<file path="src/rtl/tpu_pkg.sv">
// Shared TPU definitions: sequencer state codes and array-level constants.
package tpu_pkg;

    localparam int DATA_W  = 8;
    localparam int ARRAY_N = 2;

    // Encoding doubles as the debug phase output.
    typedef enum logic [2:0] {
        ST_IDLE    = 3'd0,
        ST_LOAD_W  = 3'd1,
        ST_FEED    = 3'd2,
        ST_DRAIN   = 3'd3,
        ST_CAPTURE = 3'd4,
        ST_DONE    = 3'd5
    } mmu_state_t;

endpackage

</file>
<file path="src/rtl/mmu_phase_cnt.sv">
// Phase counter for the MMU sequencer: clearable up-counter with a
// terminal-count compare against a per-phase limit.
module mmu_phase_cnt #(
    parameter int CNT_W = 4
) (
    input  logic             clk,
    input  logic             reset,
    input  logic             clear_i,
    input  logic             en_i,
    input  logic [CNT_W-1:0] limit_i,
    output logic [CNT_W-1:0] cnt_o,
    output logic             tc_o
);

    logic [CNT_W-1:0] cnt_q;

    // Clear wins over enable so a phase change always restarts at zero.
    always_ff @(posedge clk or posedge reset) begin
        if (reset) begin
            cnt_q <= '0;
        end else if (clear_i) begin
            cnt_q <= '0;
        end else if (en_i) begin
            cnt_q <= cnt_q + 1'b1;
        end
    end

    assign cnt_o = cnt_q;
    assign tc_o  = (cnt_q == limit_i);

endmodule

</file>
<file path="src/rtl/mmu_sequencer.sv">
// MMU sequencer: runs one systolic matrix multiply as
// LOAD_W -> FEED -> DRAIN -> CAPTURE -> DONE. All outputs are decoded from
// registered state only. Optional completed-op counter under
// MMU_SEQ_PERF_CNT_EN (adds port op_count).
module mmu_sequencer
    import tpu_pkg::*;
#(
    parameter int N         = ARRAY_N,
    parameter int DRAIN_CYC = 3,
    parameter int CNT_W     = 4
) (
    input  logic                 clk,
    input  logic                 reset,
    input  logic                 start,
    input  logic                 abort,
    output logic                 busy,
    output logic                 done,
    output logic                 w_load,
    output logic [$clog2(N)-1:0] w_row,
    output logic                 setup_valid,
    output logic                 setup_clear,
    output logic                 acc_capture,
    output logic [2:0]           phase
`ifdef MMU_SEQ_PERF_CNT_EN
    ,
    output logic [15:0]          op_count
`endif
);

    localparam int RW = $clog2(N);

    localparam logic [CNT_W-1:0] LIM_LOAD  = CNT_W'(N - 1);
    localparam logic [CNT_W-1:0] LIM_FEED  = CNT_W'(2 * N - 2);
    localparam logic [CNT_W-1:0] LIM_DRAIN = CNT_W'(DRAIN_CYC - 1);

    mmu_state_t       state_q, state_d;
    logic             abort_clr_q;
    logic [CNT_W-1:0] cnt, limit;
    logic             tc, cnt_clear, cnt_en;

    // Next-state decode; abort overrides every non-idle transition.
    always_comb begin
        state_d = state_q;
        case (state_q)
            ST_IDLE:    if (start && !abort) state_d = ST_LOAD_W;
            ST_LOAD_W:  if (tc) state_d = ST_FEED;
            ST_FEED:    if (tc) state_d = ST_DRAIN;
            ST_DRAIN:   if (tc) state_d = ST_CAPTURE;
            ST_CAPTURE: state_d = ST_DONE;
            ST_DONE:    state_d = ST_IDLE;
            default:    state_d = ST_IDLE;
        endcase
        if (abort && state_q != ST_IDLE) state_d = ST_IDLE;
    end

    // Per-phase terminal count; only the counted phases use it.
    always_comb begin
        limit = '0;
        case (state_q)
            ST_LOAD_W: limit = LIM_LOAD;
            ST_FEED:   limit = LIM_FEED;
            ST_DRAIN:  limit = LIM_DRAIN;
            default:   limit = '0;
        endcase
    end

    assign cnt_clear = (state_d != state_q);
    assign cnt_en    = (state_q == ST_LOAD_W) || (state_q == ST_FEED) ||
                       (state_q == ST_DRAIN);

    mmu_phase_cnt #(.CNT_W(CNT_W)) u_phase_cnt (
        .clk     (clk),
        .reset   (reset),
        .clear_i (cnt_clear),
        .en_i    (cnt_en),
        .limit_i (limit),
        .cnt_o   (cnt),
        .tc_o    (tc)
    );

    // State register plus the one-cycle skew-clear request left by an abort.
    always_ff @(posedge clk or posedge reset) begin
        if (reset) begin
            state_q     <= ST_IDLE;
            abort_clr_q <= 1'b0;
        end else begin
            state_q     <= state_d;
            abort_clr_q <= abort && (state_q != ST_IDLE);
        end
    end

`ifdef MMU_SEQ_PERF_CNT_EN
    logic [15:0] op_count_q;

    // Completed-operation count, saturating; only reset clears it.
    always_ff @(posedge clk or posedge reset) begin
        if (reset) begin
            op_count_q <= '0;
        end else if (state_q == ST_DONE && op_count_q != 16'hFFFF) begin
            op_count_q <= op_count_q + 16'd1;
        end
    end

    assign op_count = op_count_q;
`endif

    assign phase       = state_q;
    assign busy        = (state_q != ST_IDLE);
    assign w_load      = (state_q == ST_LOAD_W);
    assign w_row       = (state_q == ST_LOAD_W) ? cnt[RW-1:0] : '0;
    assign setup_valid = (state_q == ST_FEED);
    assign acc_capture = (state_q == ST_CAPTURE);
    assign done        = (state_q == ST_DONE);
    assign setup_clear = (state_q == ST_DONE) || abort_clr_q;

endmodule
</file>
<file path="config.mk">
export PLATFORM = sky130hd
export DESIGN_NAME = mmu_sequencer
export DESIGN_NICKNAME = d
export VERILOG_FILES = /design/src/rtl/tpu_pkg.sv /design/src/rtl/mmu_phase_cnt.sv /design/src/rtl/mmu_sequencer.sv
export SDC_FILE = /design/constraint.sdc
export NUM_CORES = 1
export LEC_CHECK = 0
export CAP_MARGIN = 20
export CELL_PAD_IN_SITES_DETAIL_PLACEMENT = 2
export CELL_PAD_IN_SITES_GLOBAL_PLACEMENT = 2
export CORE_UTILIZATION = 26
export CTS_CLUSTER_DIAMETER = 120
export DETAILED_ROUTE_END_ITERATION = 16
export GPL_ROUTABILITY_DRIVEN = 0
export PLACE_DENSITY_LB_ADDON = 0.2
export SLEW_MARGIN = 20
export SYNTH_ARGS = -nofsm -noshare
export SYNTH_HDL_FRONTEND = slang
export SYNTH_SLANG_ARGS = --single-unit
</file>
<file path="constraint.sdc">
create_clock -name clk -period 2.3 [get_ports clk]
set_input_delay 0.345 -clock clk [delete_from_list [all_inputs] [get_ports clk]]
set_output_delay 0.345 -clock clk [all_outputs]
set_load 0.02 [all_outputs]
</file>
* After elaboration in Yosys (flattened, before gate mapping)
Cells that the tools add are included.
Storage, ports and cells: bits in registers 8, latch bits 0, memory bits (writable) 0, memory bits (read-only) 0, bits of input ports 4, output and inout port bits 10, word-level logic and storage cells 31, memories 0
Operators by class: add/subtract/negate cells 1, $mul 0, divide/modulo/power cells 0, magnitude comparators 0, equal/unequal tests 7, shifts and indexed selects 0, mux-type cells 10, bitwise logic cells 0, reductions and logical operators 10
Operators by type and width (number):
- 2-to-1 mux 3 bit | 5
- case mux 3 bit (5 select lines) | 1
- 2-to-1 mux 4 bit | 2
- == test 3 x 2 -> 1 bit (second input constant) | 2
- == test 3 bit (second input constant) | 2
- adder 4 x 1 -> 4 bit (second input constant) | 1
- == test 4 x 2 -> 1 bit | 1
- case mux 2 bit (2 select lines) | 1
- == test 3 x 1 -> 1 bit (second input constant) | 1
- logical NOT 3 bit | 1
- logical OR 1 bit | 3
- != test 3 bit | 1
- nonzero test 3 bit | 1
- logical AND 1 bit | 2
- nonzero test 2 bit | 1
- OR reduction 2 bit | 1
- logical NOT 1 bit | 1
- 2-to-1 mux 1 bit | 1

* Depth between registers and ports, before layout
Gate-level depths: netlist of run 1.
depth in word-level cells 9, mapped depth 8, gate-level depth less buffers 7

* Hierarchy
A second synthesis of run 1 with hierarchy kept.
Unflattened totals: cell total of the unflattened synthesis 56, area, all modules 531.8 µm²
Modules (own cells, without submodules):
- mmu_sequencer | times used 1, cells an instance 34, area an instance 294.0 µm², sequential area each 100.1 µm²
- mmu_phase_cnt | times used 1, cells an instance 22, area an instance 237.7 µm², sequential area each 100.1 µm²

* Worst setup path before layout of run 1
Ideal clock, no wire load.
kind register to register, start point register state_q[2] (netlist: phase[2]), end point register state_q[1] (netlist: phase[1]), data arrival time 2.310 ns, path slack -0.097 ns, cell stages (with the launch flop) 9, period minus slack after synthesis 2.397 ns, cell sequence dfrtp_1 clkbuf_1 nor2b_1 nor2b_1 ha_1 nor3_2 nand2_1 or3_1 a211oi_2
RTL lines:
- from (decl) | line mmu_sequencer.sv:36 | mmu_state_t state_q, state_d;
- from (signal assigned) | line mmu_sequencer.sv:87 | state_q <= state_d;
- == test 3 x 1 -> 1 bit *
- net w_load | line mmu_sequencer.sv:18 | output logic w_load,
- case mux 2 bit (2 select lines) | line mmu_sequencer.sv:59 | case (state_q)
- == test 4 x 2 -> 1 bit | line mmu_phase_cnt.sv:29 | assign tc_o = (cnt_q == limit_i);
- 2-to-1 mux 3 bit, on equally long branches | line mmu_sequencer.sv:48, mmu_sequencer.sv:46, mmu_sequencer.sv:47
- case mux 3 bit (5 select lines) * | line mmu_sequencer.sv:44 | case (state_q)
- 2-to-1 mux 3 bit * | line mmu_sequencer.sv:53 | if (abort && state_q != ST_IDLE) state_d = ST_IDLE;
- net state_d[1] | line mmu_sequencer.sv:36
The timed path passes the listed nets; every way through them passes the cells marked *. A chain may end at the register's enable or synchronous reset.

* Worst setup path in the final report of run 1
start point register state_q[0] (netlist: phase[0]), end point output w_row
Between the ends: longest elaborated chain between the ends 2
Ends and longest elaborated chain:
- == test 3 x 1 -> 1 bit | line mmu_sequencer.sv:110 | assign w_row = (state_q == ST_LOAD_W) ? cnt[RW-1:0] : '0;
- 2-to-1 mux 1 bit | line mmu_sequencer.sv:110
- to (decl) | line mmu_sequencer.sv:19 | output logic [$clog2(N)-1:0] w_row,
Every way passes these cells.

==> results.txt, run 1 <==
----------------------------------------------------
[Yosys]
  Cells after Synth ... 58
  Number of distinct standard cells referenced by the synthesized netlist ... 28
  Share of synthesized area occupied by flip-flops and latches ... 0.3941
  Number of synthesis warnings ... 0
  Syn nets ... between 60 and 70
  Count of flip-flops with a built-in enable after synthesis ... 0
  Netlist Area Pre-Place ... around 510 sq um
  Yosys reg bits ... 8
  Post-synthesis async set-or-reset flop share ... 1.000
  Top FF cell, synth ... sky130_fd_sc_hd__dfrtp_1
  Mean post-synth cell area ... 8.758 sq um

[Floorplan]
  Die boundary width ... 46.20 um
  Initial standard-cell utilization of the core ... 0.2849
  Core region area ... approximately 1800 sq um
  Die area ... 2134 sq um
  Row count ... 15
  Boundary pin count ... 14
  Height of the chip ... 46.20 um

[CTS]
  Number of sinks handled by clock tree synthesis ... 8
  Number of buffers on the longest clock path ... 2
  Clock slew at the register clock pins of the worst setup and hold paths ... 0.06 ns
  Clock latency of the later-clocked register in the worst-skew pair ... 0.26 ns
  CTS resizes ... 0
  CTS tree ... built
  Number of buffers created by CTS ... 3
  Maximum level of the CTS H-tree ... 1
  Clock Tree Root ... sky130_fd_sc_hd__clkbuf_4
  Count of hold buffers inserted by post-cts repair ... 0
  Post-CTS Setup Repair Bufs ... 0

[Route]
  Drt initial violations ... 3
  Final antenna-violating net count ... 0
  Wirelength per Cell ... 14.65 um
  TritonRoute pass-1 iters ... 2
  Post-DR vias/cell ... 5.010
  Overall routed net length ... 1450 um
  Remaining routing DRC violations ... 0
  Via count ... around 500

[Final layout]
  Fill cell count ... 205
  Number of nets in the final layout ... 82
  Area of the multi-input gates ... 286.5 sq um
  Number of antenna diodes ... 0
  FF+latch area ... 200.2 sq um
  Layout cells sized above 1 ... 0.1486
  Area added between synthesis and finish ... 37.93%
  Most frequent standard cell in the layout excluding fill and tap cells ... sky130_fd_sc_hd__clkdlybuf4s50_1
  Post-route non-filler standard cell count ... 99
  Most used cells in the layout excluding fill and tap cells ... sky130_fd_sc_hd__clkdlybuf4s50_1 (13), sky130_fd_sc_hd__dfrtp_1 (8), sky130_fd_sc_hd__o21ai_1 (6), sky130_fd_sc_hd__nand2_1 (4), sky130_fd_sc_hd__nor2_1 (4)

[Critical path]
  Crit-path leading delay family ... buffers and inverters
  Number of buffers and inverters on the critical path ... 1
  Slowest cell on crit path ... sky130_fd_sc_hd__clkdlybuf4s50_1
  Required time worst endpoint ... between 1.5 and 2 ns
  CP Capture Type ... primary output
  List of cells traversed by the critical path ... nor2b_1, nor2b_2, ha_1, clkdlybuf4s50_1
  Critical path startpoint category ... register
  Type of the worst setup path ... register to primary output
  Largest fanout on the critical path ... 3
  Worst endpoint data arrival time ... 1.85 ns
  Delay of the slowest cell on the worst path ... approximately 0.59 ns

[Global route]
  Number of antenna violations at the first check in global routing ... 0
  Largest net degree at the start of global routing ... 13
  Tot GR Track Use ... 0.1659
  Vias in the first global route ... 500
  Sum of overflow across all layers after global routing ... 0
  Global-route wire length before repair ... about 2400 um

[STA]
  Final Hold Vio Count ... 0
  Worst clock skew ... 0.003516 ns
  Worst Slack Setup Final ... 0.1060 ns
  Accumulated negative setup slack ... 0 ns
  Post-Route Hold Slack ... 0.3522 ns
  Final period util ... 0.9539
  Fmax ... between 0.4 and 0.5 GHz
  Final Max Slew Viols ... 0
  Actual slew at the worst max-slew pin ... 0.4154 ns
  Setup-failing EPs final ... 0
  Final worst path period need ... around 2.2 ns
  Unrepaired setup endpoints after global routing ... false
  Headroom to the max-slew limit ... 0.7211

[Place]
  Number of input and output port buffers inserted ... 13
  Cell Count Post-Placement ... 96
  Pre-CTS setup slack ... about 0.3 ns
  HPWL after detailed placement ... 1121 um

[Job]
  Max_cap viols ... 0

[Power and ir drop]
  Leakage power ... 0.0003084 uW
  Total power per unit cell area ... ~920 nW/um^2
  VDD IR-drop max ... 0.0003107 V

[Outcome]
  Result of the run ... finished, final reports clean

[Worst hold path]
  Type of the tightest min-delay check ... input pin to async pin

----------------------------------------------------
-- Yosys cell counts, drive strengths merged, types with 2 or more instances --
cell	number	share of area
nor3	3	0.039
nor2b	2	0.025
dfrtp	8	0.39
buf	2	0.025
o21ai	6	0.059
nand2	4	0.030
or3	3	0.037
a211oi	3	0.054
nand2b	2	0.030
xnor2	2	0.034
inv	2	0.015
nor2	5	0.042
nand3	3	0.030
ha	2	0.049
a21oi	3	0.030
-- stage by stage --
stage          power (uW)  cell area, sq um    util
2_1_floorplan       405.8             510.5       -
3_3_place_gp        529.6             678.2  0.3804
3_5_place_dp        542.2             678.2  0.3804
4_1_cts             659.9             700.7  0.3930
5_1_grt             694.4             700.7  0.3930
6_report            648.0             700.7  0.3930
-- where the power goes --
group | total (uW) | internal, uW | switching [uW]
combinational | 332 | 148 | 185
sequential | 203 | 164 | 39.4
clock | 112 | 60.0 | 52.3
total | 648 | 372 | 276
-- logic make-up (layout without fill, tap and decap cells) --
family / after synthesis / in the layout / share of synthesized area
buffers and inverters: 5 / 21 / 0.04679
XOR/XNOR: 3 / 3 / 0.05173
AO/OA/AOI/OAI: 14 / 14 / 0.1724
flip-flops: 8 / 8 / 0.3941
AND/OR/NAND/NOR: 26 / 26 / 0.2857
adder cells (fa/ha/maj): 2 / 2 / 0.04925
-- cell type report --
cell class / count / share of cell area
Multi-Input combinational cell: 45 / 0.4089
Tap cell: 25 / 0.04464
Clock buffer: 3 / 0.03214
Inverter: 2 / 0.01071
Sequential cell: 8 / 0.2857
Timing Repair Buffer: 16 / 0.2179
-- flip-flops by register name (all words and copies together) (netlist names) --
name	cells
abort_clr_q	1
phase	3
u_phase_cnt.cnt_o	4
-- per-layer routing --
metal	global-route usage	wire, um	vias to the layer above
met1	0.2114	703	244
met3	0.02353	33	2
met5	0	0	-
met4	0.08824	15	0
li1	-	-	240
met2	0.2676	698	10
-- path summary, 6_finish.rpt --
check,startpoint,to,slack [ns],cells after the start
worst max-delay path,phase[0],w_row,0.11,4
worst min-delay path,reset,phase[0],0.35,2
min in group clk,u_phase_cnt.cnt_o[2],u_phase_cnt.cnt_o[2],0.62,2
worst max register to register,phase[0],phase[1],0.28,7
max in group asynchronous,reset,u_phase_cnt.cnt_o[1],1.70,2
worst min register to register,u_phase_cnt.cnt_o[2],u_phase_cnt.cnt_o[2],0.62,2
Note: power is estimated with default switching activity, not from simulation.
==> inputs of run 2 (changes only) <==
- PLACE_DENSITY: not set -> 0.82
- PLACE_DENSITY_LB_ADDON: 0.2 -> not set
==> results.txt, run 2 (synthesis results as in run 1) <==
----------------------------------------------------
[Outcome]
  Result of the run ... finished, final reports clean

[Global route]
  Number of antenna violations at the first check in global routing ... 0
  Tot GR Track Use ... 0.1704
  Largest net degree at the start of global routing ... 13
  Sum of overflow across all layers after global routing ... 0
  Global-route wire length before repair ... 2401 um
  Vias in the first global route ... 505

[Critical path]
  List of cells traversed by the critical path ... and3b_1, or2_1, clkdlybuf4s50_1
  Type of the worst setup path ... register to primary output
  Critical path startpoint category ... register
  CP Capture Type ... primary output
  Delay of the slowest cell on the worst path ... 0.60 ns
  Largest fanout on the critical path ... 12
  Slowest cell on crit path ... sky130_fd_sc_hd__dfrtp_1
  Crit-path leading delay family ... flip-flops
  Required time worst endpoint ... 1.96 ns
  Number of buffers and inverters on the critical path ... 1
  Worst endpoint data arrival time ... between 1.5 and 2 ns

[Floorplan]
  Height of the chip ... ~46 um
  Die area ... approximately 2100 sq um
  Boundary pin count ... 14
  Die boundary width ... ~46 um
  Row count ... 15
  Core region area ... between 1500 and 2000 sq um
  Initial standard-cell utilization of the core ... 0.2849

[Final layout]
  Number of antenna diodes ... 0
  Finished layout cell area ... 700.7 sq um
  Number of nets in the final layout ... 82
  Max FFs per register ... 4
  Area added between synthesis and finish ... 37.93%
  Most frequent standard cell in the layout excluding fill and tap cells ... sky130_fd_sc_hd__clkdlybuf4s50_1
  Most used cells in the layout excluding fill and tap cells ... sky130_fd_sc_hd__clkdlybuf4s50_1 (13), sky130_fd_sc_hd__dfrtp_1 (8), sky130_fd_sc_hd__o21ai_1 (6), sky130_fd_sc_hd__nand2_1 (4), sky130_fd_sc_hd__nor2_1 (4)
  Layout cells sized above 1 ... 0.1486
  Core Util, Final ... 0.3930

[Place]
  HPWL after detailed placement ... 1190 um
  Post-detailed-placement cell area ... 678.2 sq um
  Number of input and output port buffers inserted ... 13

[CTS]
  Clock latency of the later-clocked register in the worst-skew pair ... between 0.2 and 0.3 ns
  Clock slew at the register clock pins of the worst setup and hold paths ... 0.06 ns
  Number of buffers on the longest clock path ... 2
  Maximum level of the CTS H-tree ... 1
  Count of hold buffers inserted by post-cts repair ... 0
  Post-CTS Setup Repair Bufs ... 0
  Number of sinks handled by clock tree synthesis ... 8
  Number of buffers created by CTS ... 3
  CTS resizes ... 0
  Clock Tree Root ... sky130_fd_sc_hd__clkbuf_4
  CTS tree ... built

[Route]
  Via count ... 485
  TritonRoute pass-1 iters ... 3
  Post-DR vias/cell ... 4.899
  Overall routed net length ... 1544 um
  Remaining routing DRC violations ... 0
  Wirelength per Cell ... about 16 um
  Drt initial violations ... 4
  Final antenna-violating net count ... 0

[STA]
  Final worst path period need ... 2.172 ns
  Accumulated negative setup slack ... 0 ns
  Final period util ... 0.9446
  Final Hold Vio Count ... 0
  Fmax ... approximately 0.46 GHz
  Unrepaired setup endpoints after global routing ... false
  Setup-failing EPs final ... 0
  Headroom to the max-slew limit ... 0.6811
  Worst clock skew ... 0.003634 ns
  Final Max Slew Viols ... 0
  Actual slew at the worst max-slew pin ... approximately 0.47 ns

[Job]
  Max_cap viols ... 0

[Power and ir drop]
  VDD IR-drop max ... 0.0003597 V
  Leakage power ... between 0.0003 and 0.0004 uW
  Total power per unit cell area ... 931.9 nW/um^2

[Worst hold path]
  Type of the tightest min-delay check ... input pin to async pin

----------------------------------------------------
[run 2: cell counts in the layout (fill, tap and decap cells not counted)]
No cell type changed its count.
[run 2: power breakdown]
part	switching [uW]	internal (uW)	total [uW]
combinational	192	149	341
sequential	40.6	164	205
clock	47.5	59.7	107
total	281	372	653
[run 2: worst paths after layout]
path,start,endpoint,slack [ns],cells past startpoint
worst min register to register,phase[2],phase[0],0.62,3
worst min-delay path,reset,u_phase_cnt.cnt_o[1],0.35,2
worst max-delay path,phase[1],setup_clear,0.13,3
worst max register to register,phase[1],phase[1],0.34,6
max in group asynchronous,reset,phase[0],1.70,2
min in group clk,phase[2],phase[0],0.62,3
[run 2: layout make-up]
class / instances / area [sq um]
Clock buffer: 3 / 22.52
Fill cell: 204 / 1082
Timing Repair Buffer: 16 / 152.6
Multi-Input combinational cell: 45 / 286.5
Tap cell: 25 / 31.28
Inverter: 2 / 7.507
Sequential cell: 8 / 200.2
[run 2: stage by stage]
stage	total power (uW)	setup slack (ns)	cells	hold slack (ns)
floorplan	405.8	0.03761	58	0.1607
global placement	529.3	0.4250	96	0.5839
detailed placement	548.7	0.3885	96	0.6111
CTS	662.8	0.1162	99	0.3654
global route	702.6	0.03304	99	0.3945
finish	653.0	0.1275	99	0.3511
[run 2: layer usage]
metal / GRT usage / up-vias / part of all wire
li1: - / 241 / -
met1: 0.1962 / 233 / 0.46
met2: 0.2930 / 9 / 0.51
met3: 0.07059 / 2 / 0.027
met4: 0.03529 / 0 / 0.0065
met5: 0 / - / 0
==> inputs of run 3 (changes only) <==
- ABC_CLOCK_PERIOD_IN_PS: not set -> 2300
- PLACE_DENSITY: 0.82 -> 0.85
==> results.txt, run 3 (synthesis results as in run 1) <==
----------------------------------------------------
[Outcome]
  Result of the run ... finished, final reports clean

[STA]
  Worst clock skew ... 0.006393 ns
  Final Max Slew Viols ... 0
  Accumulated negative setup slack ... 0 ns
  Worst Slack Setup Final ... 0.1002 ns
  Actual slew at the worst max-slew pin ... 0.4431 ns
  Fmax ... around 0.45 GHz
  Setup-failing EPs final ... 0
  Unrepaired setup endpoints after global routing ... false
  Headroom to the max-slew limit ... 0.7025
  Final Hold Vio Count ... 0
  Final period util ... 0.9564
  Final worst path period need ... 2.200 ns

[Route]
  Overall routed net length ... 1599 um
  Via count ... approximately 500
  Wirelength per Cell ... 16.15 um
  TritonRoute pass-1 iters ... 2
  Drt initial violations ... 1
  Final antenna-violating net count ... 0
  Remaining routing DRC violations ... 0
  Post-DR vias/cell ... 5.040

[Critical path]
  CP Capture Type ... primary output
  Worst endpoint data arrival time ... 1.85 ns
  Largest fanout on the critical path ... 12
  FF-to-FF Start ... phase[2]
  Required time worst endpoint ... 1.96 ns
  Type of the worst setup path ... register to primary output
  Critical path startpoint category ... register
  Minimum setup slack among reg-to-reg paths ... 0.34 ns
  Number of cells traversed by the worst register-to-register path ... 7
  Capture point of the worst reg-to-reg path ... phase[1]

[Floorplan]
  Core region area ... 1783 sq um
  Row count ... 15
  Boundary pin count ... 14
  Die boundary width ... 46.20 um
  Height of the chip ... 46.20 um
  Die area ... about 2100 sq um
  Initial standard-cell utilization of the core ... 0.2849

[Global route]
  Largest net degree at the start of global routing ... 13
  Met3 capacity usage during global routing ... 0.08235
  Global-route met2 utilization ... 0.3183
  Global-route wire length before repair ... 2580 um
  GRT met1 Usage ... 0.2067
  Tot GR Track Use ... 0.1837
  Vias in the first global route ... 530
  Sum of overflow across all layers after global routing ... 0
  Number of antenna violations at the first check in global routing ... 0
  Layer with the highest usage after global routing ... met2

[Place]
  HPWL after detailed placement ... between 1000 and 1500 um
  Pre-CTS setup slack ... ~0.34 ns
  Number of input and output port buffers inserted ... 13

[Final layout]
  Max FFs per register ... 4
  Fill cell count ... 211
  Most used cells in the layout excluding fill and tap cells ... sky130_fd_sc_hd__clkdlybuf4s50_1 (13), sky130_fd_sc_hd__dfrtp_1 (8), sky130_fd_sc_hd__o21ai_1 (6), sky130_fd_sc_hd__nand2_1 (4), sky130_fd_sc_hd__nor2_1 (4)
  Area added between synthesis and finish ... 37.93%
  Area of the multi-input gates ... 286.5 sq um
  Layout cells sized above 1 ... 0.1486
  FF+latch area ... ~200 sq um
  Core Util, Final ... 0.3930
  Number of antenna diodes ... 0
  Most frequent standard cell in the layout excluding fill and tap cells ... sky130_fd_sc_hd__clkdlybuf4s50_1
  Number of nets in the final layout ... 82

[CTS]
  CTS resizes ... 0
  Count of hold buffers inserted by post-cts repair ... 0
  Clock latency of the later-clocked register in the worst-skew pair ... 0.26 ns
  Post-CTS Setup Repair Bufs ... 0
  Number of buffers on the longest clock path ... 2
  Number of sinks handled by clock tree synthesis ... 8
  Maximum level of the CTS H-tree ... 1
  Clock slew at the register clock pins of the worst setup and hold paths ... around 0.06 ns
  CTS tree ... built
  Number of buffers created by CTS ... 3
  Clock Tree Root ... sky130_fd_sc_hd__clkbuf_4

[Power and ir drop]
  Clock share of power ... 0.170
  Leakage power ... between 0.0003 and 0.0004 uW
  Total power per unit cell area ... ~930 nW/um^2
  Internal ... 372.5 uW
  Sw frac ... 0.4272
  Switching component of the power ... 277.8 uW
  VDD IR-drop max ... 0.0003704 V
  Relative contribution of combinational cells to total power ... 0.518
  Part of the total power dissipated in sequential elements ... 0.312
  Total power ... 650.3 uW

[Worst hold path]
  Type of the tightest min-delay check ... input pin to async pin

[Job]
  Max_cap viols ... 0

----------------------------------------------------
-- run 3: cell counts in the layout (fill, tap and decap cells not counted) --
Identical to the previous run, type by type.
-- run 3: worst max-delay path, cell delays in order, from the launching register on --
cell and delay (ns):
sky130_fd_sc_hd__dfrtp_1 0.60, sky130_fd_sc_hd__and3b_1 0.24, sky130_fd_sc_hd__or2_1 0.21, sky130_fd_sc_hd__clkdlybuf4s50_1 0.54
-- run 3: cell type report --
type                    instances  share of cell area
multi-input cells              45              0.4089
flip-flops and latches          8              0.2857
repair buffers                 16              0.2179
well taps                      25             0.04464
clock buffers                   3             0.03214
inverters                       2             0.01071
-- run 3: how the worst max path moves through the flow --
stage,startpoint,to,cells after the start
after floorplan,phase[2],phase[1],8
after global placement,phase[1],setup_clear,3
after global routing,phase[1],setup_clear,3
after detailed placement,phase[2],phase[1],7
after CTS,phase[1],setup_clear,3
final,phase[1],setup_clear,3
-- run 3: power by group through the flow --
stage	sequential, uW	combinational [uW]	clock, uW
2_1_floorplan	200	206	0
3_3_place_gp	204	320	0
3_5_place_dp	206	336	0
4_1_cts	203	341	118
5_1_grt	209	366	124
6_report	203	337	111
-- run 3: per-stage QoR --
stage / hold slack [ns] / instance area [sq um] / cells
2_1_floorplan: 0.1607 / 510.5 / 58
5_1_grt: 0.3732 / 700.7 / 99
6_report: 0.3488 / 700.7 / 99
4_1_cts: 0.3588 / 700.7 / 99
3_5_place_dp: 0.6137 / 678.2 / 96
3_3_place_gp: 0.5865 / 678.2 / 96
-- run 3: metal layers --
layer	vias up	share of wire
li1	240	-
met1	245	0.42
met2	12	0.53
met3	2	0.046
met4	0	0.0063
met5	-	0
